--- src/rtl/fancytimer_cmd_pkg.sv ---
// Shared types and constants for the fancy-timer command block.
// The optional measurement feature is selected with FANCYTIMER_CMD_CHECK_EN.
package fancytimer_cmd_pkg;

   typedef enum logic [1:0] {
      IDLE      = 2'd0,
      SEND      = 2'd1,
      WAIT_DONE = 2'd2,
      ACK       = 2'd3
   } state_t;

   localparam logic [3:0] PREAMBLE   = 4'b1101;
   localparam int         FRAME_BITS = 8;

   // Frame as it appears on the serial line, MSB first.
   function automatic logic [FRAME_BITS-1:0] make_frame(input logic [3:0] d);
      return {PREAMBLE, d};
   endfunction

endpackage

--- src/rtl/fancytimer_cmd_ser.sv ---
// Load/shift register feeding the timer's serial data line, with a bit counter.
// Zeros shift in behind the frame, so the line idles low once the frame is out.
module fancytimer_cmd_ser
   import fancytimer_cmd_pkg::*;
(
   input  logic                  clk,
   input  logic                  reset,
   input  logic                  i_load,
   input  logic [FRAME_BITS-1:0] i_frame,
   input  logic                  i_shift,
   output logic                  o_ser,
   output logic                  o_last
);

   localparam int CW = $clog2(FRAME_BITS);

   logic [FRAME_BITS-1:0] r_sh;
   logic [CW-1:0]         r_cnt;

   always_ff @(posedge clk) begin
      if (reset) begin
         r_sh  <= '0;
         r_cnt <= '0;
      end else if (i_load) begin
         r_sh  <= i_frame;
         r_cnt <= '0;
      end else if (i_shift) begin
         r_sh  <= {r_sh[FRAME_BITS-2:0], 1'b0};
         r_cnt <= r_cnt + CW'(1);
      end
   end

   assign o_ser  = r_sh[FRAME_BITS-1];
   assign o_last = (r_cnt == CW'(FRAME_BITS - 1));

endmodule

--- src/rtl/fancytimer_cmd.sv ---
// Command-side driver for the serial-programmed fancy timer: sends the delay frame,
// waits for done, acks it and reports the measured duration (FANCYTIMER_CMD_CHECK_EN).
module fancytimer_cmd
   import fancytimer_cmd_pkg::*;
#(
   parameter int PERIOD  = 1000,
   parameter int CNT_W   = 14,
   parameter int TIMEOUT = 20000,
   parameter int TO_W    = 15
) (
   input  logic             clk,
   input  logic             reset,
   input  logic             start,
   input  logic [3:0]       delay,
   output logic             ready,
   output logic             data,
   input  logic             counting,
   input  logic             done,
   output logic             ack,
   output logic             result_valid,
   output logic             result_ok,
   output logic             result_timeout,
   output logic [CNT_W-1:0] measured,
   output state_t           dbg_state
);

   // Handshake: a request transfers on a rising edge where start && ready;
   // ready is high only in IDLE, so start while busy has no effect.

   state_t          r_state, w_next;
   logic            r_ack, r_rv, r_ok, r_to;
   logic [TO_W-1:0] r_to_cnt;
   logic            w_accept, w_shift, w_last, w_to_hit, w_match;

   fancytimer_cmd_ser u_ser (
      .clk     (clk),
      .reset   (reset),
      .i_load  (w_accept),
      .i_frame (make_frame(delay)),
      .i_shift (w_shift),
      .o_ser   (data),
      .o_last  (w_last)
   );

   always_ff @(posedge clk) begin
      if (reset) r_state <= IDLE;
      else       r_state <= w_next;
   end

   always_comb begin
      w_next = r_state;
      case (r_state)
         IDLE:      if (start)         w_next = SEND;
         SEND:      if (w_last)        w_next = WAIT_DONE;
         WAIT_DONE: if (done)          w_next = ACK;
                    else if (w_to_hit) w_next = IDLE;
         ACK:                          w_next = IDLE;
         default:                      w_next = IDLE;
      endcase
   end

   always_comb begin
      ready    = (r_state == IDLE);
      w_accept = (r_state == IDLE) && start;
      w_shift  = (r_state == SEND);
      w_to_hit = (r_to_cnt == TO_W'(TIMEOUT - 1));
   end

   // Done sampled on the same edge as timeout expiry takes the done path.
   always_ff @(posedge clk) begin
      if (reset) begin
         r_ack    <= 1'b0;
         r_rv     <= 1'b0;
         r_ok     <= 1'b0;
         r_to     <= 1'b0;
         r_to_cnt <= '0;
      end else begin
         r_ack <= (r_state == WAIT_DONE) && done;
         r_rv  <= 1'b0;
         if (w_accept) begin
            r_ok     <= 1'b0;
            r_to     <= 1'b0;
            r_to_cnt <= '0;
         end else if (r_state == WAIT_DONE) begin
            r_to_cnt <= r_to_cnt + TO_W'(1);
            if (!done && w_to_hit) begin
               r_rv <= 1'b1;
               r_to <= 1'b1;
               r_ok <= 1'b0;
            end
         end else if (r_state == ACK) begin
            r_rv <= 1'b1;
            r_to <= 1'b0;
            r_ok <= w_match;
         end
      end
   end

`ifdef FANCYTIMER_CMD_CHECK_EN
   logic [3:0]       r_delay;
   logic [CNT_W-1:0] r_meas;
   logic [CNT_W-1:0] w_expected;

   always_ff @(posedge clk) begin
      if (reset) begin
         r_delay <= '0;
         r_meas  <= '0;
      end else if (w_accept) begin
         r_delay <= delay;
         r_meas  <= '0;
      end else if ((r_state == WAIT_DONE) && counting && (r_meas != '1)) begin
         r_meas <= r_meas + CNT_W'(1);
      end
   end

   assign w_expected = CNT_W'((32'(r_delay) + 32'd1) * 32'(PERIOD));
   assign w_match    = (r_meas == w_expected);
   assign measured   = r_meas;
`else
   logic w_unused_inputs;
   assign w_unused_inputs = counting;
   assign w_match         = 1'b1;
   assign measured        = '0;
`endif

   assign ack            = r_ack;
   assign result_valid   = r_rv;
   assign result_ok      = r_ok;
   assign result_timeout = r_to;
   assign dbg_state      = r_state;

endmodule

--- config.mk ---
export PLATFORM = sky130hd
export DESIGN_NAME = fancytimer_cmd
export DESIGN_NICKNAME = d
export VERILOG_FILES = /design/src/rtl/fancytimer_cmd_pkg.sv /design/src/rtl/fancytimer_cmd_ser.sv /design/src/rtl/fancytimer_cmd.sv
export SDC_FILE = /design/constraint.sdc
export NUM_CORES = 1
export LEC_CHECK = 0
export CAP_MARGIN = 20
export CORE_MARGIN = 4
export CORE_UTILIZATION = 54
export DETAILED_ROUTE_END_ITERATION = 8
export PLACE_DENSITY = 0.83
export SLEW_MARGIN = 20
export SYNTH_ARGS = -nofsm -noshare
export SYNTH_HDL_FRONTEND = slang
export SYNTH_SLANG_ARGS = --single-unit
--- constraint.sdc ---
create_clock -name clk -period 2.4 [get_ports clk]
set_input_delay 0.72 -clock clk [delete_from_list [all_inputs] [get_ports clk]]
set_output_delay 0.72 -clock clk [all_outputs]
set_load 0.01 [all_outputs]
=== After elaboration in Yosys (flattened, before gate mapping) ===
Index checks and enable logic that the tools add are counted.

* Bits in registers: 32
* Bits of input ports: 9
* Logic and storage cells: 46

* Mux-type cells: 16
* Equality and inequality tests: 9
* Reduce and logical (&&, ||, !) cells: 10
* Add/sub/neg operators: 2

{| class="wikitable"
|+ Operator list
! operator !! number
|-
| $mux 8 || 2
|-
| $add 15x1->15 const B || 1
|-
| $eq 15x15->1 const B || 1
|-
| $mux 1 || 9
|-
| $mux 2 || 4
|-
| $pmux 2 s4 || 1
|-
| $eq 2x2->1 const B || 2
|-
| $ne 2x2->1 const B || 2
|-
| $reduce_bool 2->1 || 2
|-
| $add 3x1->3 const B || 1
|-
| $eq 3x3->1 const B || 1
|-
| $logic_and 1x1->1 || 3
|-
| $ne 3x3->1 const B || 1
|-
| $reduce_and 3->1 || 1
|-
| $eq 2x1->1 const B || 1
|-
| $logic_not 2->1 || 1
|-
| $ne 2x1->1 const B || 1
|-
| $reduce_and 2->1 || 1
|-
| $reduce_or 2->1 || 1
|-
| $logic_not 1->1 || 1
|}

=== Depth between registers and ports, before layout ===
* Depth after elaboration: 4
* Mapped depth: 6
* Gate-level depth less buffers: 6

=== Cells and area by module ===
Synthesis repeated with hierarchy kept, for this count alone.

* Cells, all modules: 176
* Area, all modules: 1,589.0 um2

{| class="wikitable"
|+ By module, submodules not included
! module !! cells an instance !! area each (um2) !! instances
|-
| fancytimer_cmd || 129 || 1,092.3 || 1
|-
| fancytimer_cmd_ser || 47 || 496.7 || 1
|}

=== Worst setup path after synthesis ===
No wires, ideal clock.

* Path kind: input to register
* Start point: input port done
* End point: register r_state[1], in the netlist dbg_state[1]
* Cell stages on the path: 4
* Slack: 0.565 ns
* Buffers on the path: 0
* Arrival: 1.708 ns
* Cells stage by stage: or4b_1 -> nor4_4 -> a2bb2oi_1 -> nor2_1

* Longest elaborated chain between the ends: 2
* Elaborated cells on any way between the ends: 4

{| class="wikitable"
|+ Ends and longest elaborated chain
! element !! line !! RTL
|-
| start: declaration || fancytimer_cmd.sv:18 || <nowiki>input logic done,</nowiki>
|-
| $mux 2 or $ne 3x3->1 (tied branches) || - ||
|-
| $pmux 2 s4 or $reduce_and 3->1 (tied branches) || - ||
|-
| end signal: assignment || fancytimer_cmd.sv:47 || <nowiki>else r_state <= w_next;</nowiki>
|-
| end: declaration || fancytimer_cmd.sv:30 || <nowiki>state_t r_state, w_next;</nowiki>
|}

Several ways; a longest one is shown, not always the timed one.
A chain may end at the register's enable or synchronous reset.

=== Final worst setup path ===
* Start point: register r_state[0], in the netlist dbg_state[0]
* End point: output port ready

* Longest elaborated chain between the ends: 1

{| class="wikitable"
|+ Ends and longest elaborated chain
! element !! line !! RTL
|-
| $logic_not 2->1 || fancytimer_cmd.sv:63 || <nowiki>ready = (r_state == IDLE);</nowiki>
|-
| end: declaration || fancytimer_cmd.sv:15 || <nowiki>output logic ready,</nowiki>
|}

No other way between the ends.

==> flow_summary.ini <==
[status]
status = finished clean

[setup_path]
critPathTopFamily = buffers and inverters
crit_required_ps = 1680
crit_path_end_kind = output port
cpMaxStageDelayCell = clkdlybuf4s50_1
worstPathCellList = nor2_1 > clkdlybuf4s50_1
criticalPathCategory = reg2out
slowest_delay_ps = 570
crit_path_start_kind = flip-flop
cp_max_fo = 14
path_buf_inv = 1
arrival_ps = 1530

[synth]
synth_area_leaders = dfxtp_1, buf_4, nand2_1
post_synth.cell_area_avg_sq_um = 8.68
syn_inst = 179
syn_area_sq_mm = 0.00155
ys_ff_latch = 32
yosysTopAreaCellShare_pct = 41.2
synth-edff-count = 0
ys_warn_count = 0
ys.flop_type = dfxtp_1
async_flop_share_pct = 0
yosysTopAreaCell = dfxtp_1
synth_cell_type_count = 38
ys_seq_area_share_pct = 41.2

[sta]
maxSlewViolCount = 0
min_period_ps = 2250
fin_skew_ps = 15.9
setup_tns_ps = 0
fin_crit_sh_pct = 93.7
setup_viol = 0
finalWorstSetupSlack_ps = 150
hold_viol = 0
rsz0062_at_grt = false
max_freq_mhz = 445

[flow_run]
maxCapViolations = 0

[cts]
holdBufCountCts = 0
path_clk_slew_ps = 90
cts.sink_count = 32
cts.htree.levels = 2
postCtsSetupBuffers = 0
clock_path_buffers = 2
cts_buffers = 5
cts_tree = yes
ctsResizeCount = 0
clk_latency_ps = 340
cts_root_buffer = clkbuf_4

[final_layout]
layout.nets = 210
final_layout_size_suffix_gt1_share_pct = 8.16
seqCellArea_sq_um = 641
multi_input_area_sq_um = 797
fill_cells = 243
area_delta_synth_final_pct = 9.98
diodes = 0

[routing]
drc = 0
vias = 1249
dr.pass1.iters = 7
wl_per_cell_um = 13.6
routed_wl_um = 3100
drt_iter0_drc = 51
avgViaCountPerCell = 5.50
ant_nets = 0

[global_route]
grt_pass1_wl_um = 5120
grt_max_degree = 19
grt_overflow = 0
grt_use_total_pct = 18.7
grt_pass1_vias = 1222
grt_antenna_before_repair = 0

[place]
dp_hpwl_um = 2260
pre_cts_slack_ps = 36.7
gp_congestion = 0.863
io_buffers = 15

[die]
start_util_pct = 56.4
core_sq_mm = 0.00276
dieArea_sq_mm = 0.00380
fp.dieH_um = 61.6
dieWidth_um = 61.6
io_pins = 31
rows = 19

[worst_hold_path]
min_path_type = reg2reg

[power]
peakVddDrop_v = 0.000512
cellLeakagePower_nw = 0.630
power_uw = 914
pwr_density_cell_mw_per_mm2 = 535
layer usage:
| layer | vias to the layer above | share of wire (%) | global-route usage [%] |
|---|---|---|---|
| li1 | 621 | - | - |
| met1 | 597 | 42 | 19.3 |
| met2 | 27 | 52 | 32.7 |
| met3 | 4 | 5.1 | 7.76 |
| met4 | 0 | 1.2 | 8.79 |
| met5 | - | 0 | 0 |
cell usage in the layout (no fill, tap or decap), types with 2 or more instances in the layout:
cell	count
nor2_1	18
a21oi_1	13
a22oi_1	3
clkdlybuf4s50_1	15
xor2_1	5
nand2_1	26
clkbuf_4	5
nand3_1	4
inv_1	2
nor4_1	3
o21ai_0	4
ha_1	3
nor3_1	4
buf_4	5
nor2b_1	2
nand2b_1	3
dfxtp_1	32
nand4_1	3
or3_1	4
a31oi_1	5
conb_1	14
xnor2_1	6
nor3b_1	2
path summary, 6_finish.rpt:
kind	from	to	slack, ps	cells after the start
setup / recovery	dbg_state[0]	ready	150	2
hold / removal	u_ser.r_sh[4]	u_ser.r_sh[5]	460	2
setup reg to reg	r_to_cnt[0]	r_to_cnt[14]	690	5
hold reg to reg	u_ser.r_sh[4]	u_ser.r_sh[5]	460	2
power by group:
group          switching, mW  internal [mW]  leakage [nW]
combinational         0.0528         0.0422         0.348
clock                  0.167         0.0977        0.0230
sequential            0.0110          0.544         0.260
total                  0.231          0.684         0.630
synthesized netlist by cell type, types with 3 or more instances:
master	instances
dfxtp_1	32
nand2_1	26
nor2_1	18
buf_4	15
a21oi_1	13
xnor2_1	6
a31oi_1	5
xor2_1	5
nand3_1	4
nor3_1	4
o21ai_0	4
or3_1	4
a22oi_1	3
buf_6	3
clkbuf_1	3
ha_1	3
nand2b_1	3
nand4_1	3
nor4_1	3
worst register-to-register path, delay by kind of cell, from the launching register on:
family	cells	cell delay, ps
simple gates	3	950
flops	1	380
fa+ha+maj	1	200
compound gates	1	140
cell type report:
| cell class | instances | share of cell area, % |
|---|---|---|
| Sequential cell | 32 | 37.5 |
| Clock buffer | 5 | 2.20 |
| Multi-Input combinational cell | 137 | 46.6 |
| Timing Repair Buffer | 20 | 11.0 |
| Inverter | 2 | 0.439 |
| Tap cell | 31 | 2.27 |
per-stage QoR:
stage               std cells  hold WS [ps]  instance area, sq um  utilization (%)
finish                    227           456                  1710             62.0
global route              227           498                  1710             62.0
CTS                       227           459                  1710             62.0
detailed placement        222           449                  1670             60.6
global placement          222           446                  1670             60.6
floorplan                 192           432                  1600                -
sequential cells by signal (all words and copies together) (netlist names):
| register | flops |
|---|---|
| ack | 1 |
| result_ok | 1 |
| u_ser.r_cnt | 3 |
| u_ser.r_sh | 8 |
| result_valid | 1 |
| r_to_cnt | 15 |
| dbg_state | 2 |
| result_timeout | 1 |
logic make-up (layout without fill, tap and decap cells):
group                    after synthesis  count (layout)  synth area share, %
flip-flops                            32              32                 41.2
XOR/XNOR                              11              11                 6.20
adder cells (fa/ha/maj)                3               3                 2.42
buffers and inverters                 23              27                 10.6
other                                  1              14                0.241
AND/OR/NAND/NOR                       81              81                 28.6
AO/OA/AOI/OAI                         28              28                 10.7
Note: power is estimated with default switching activity, not from simulation.
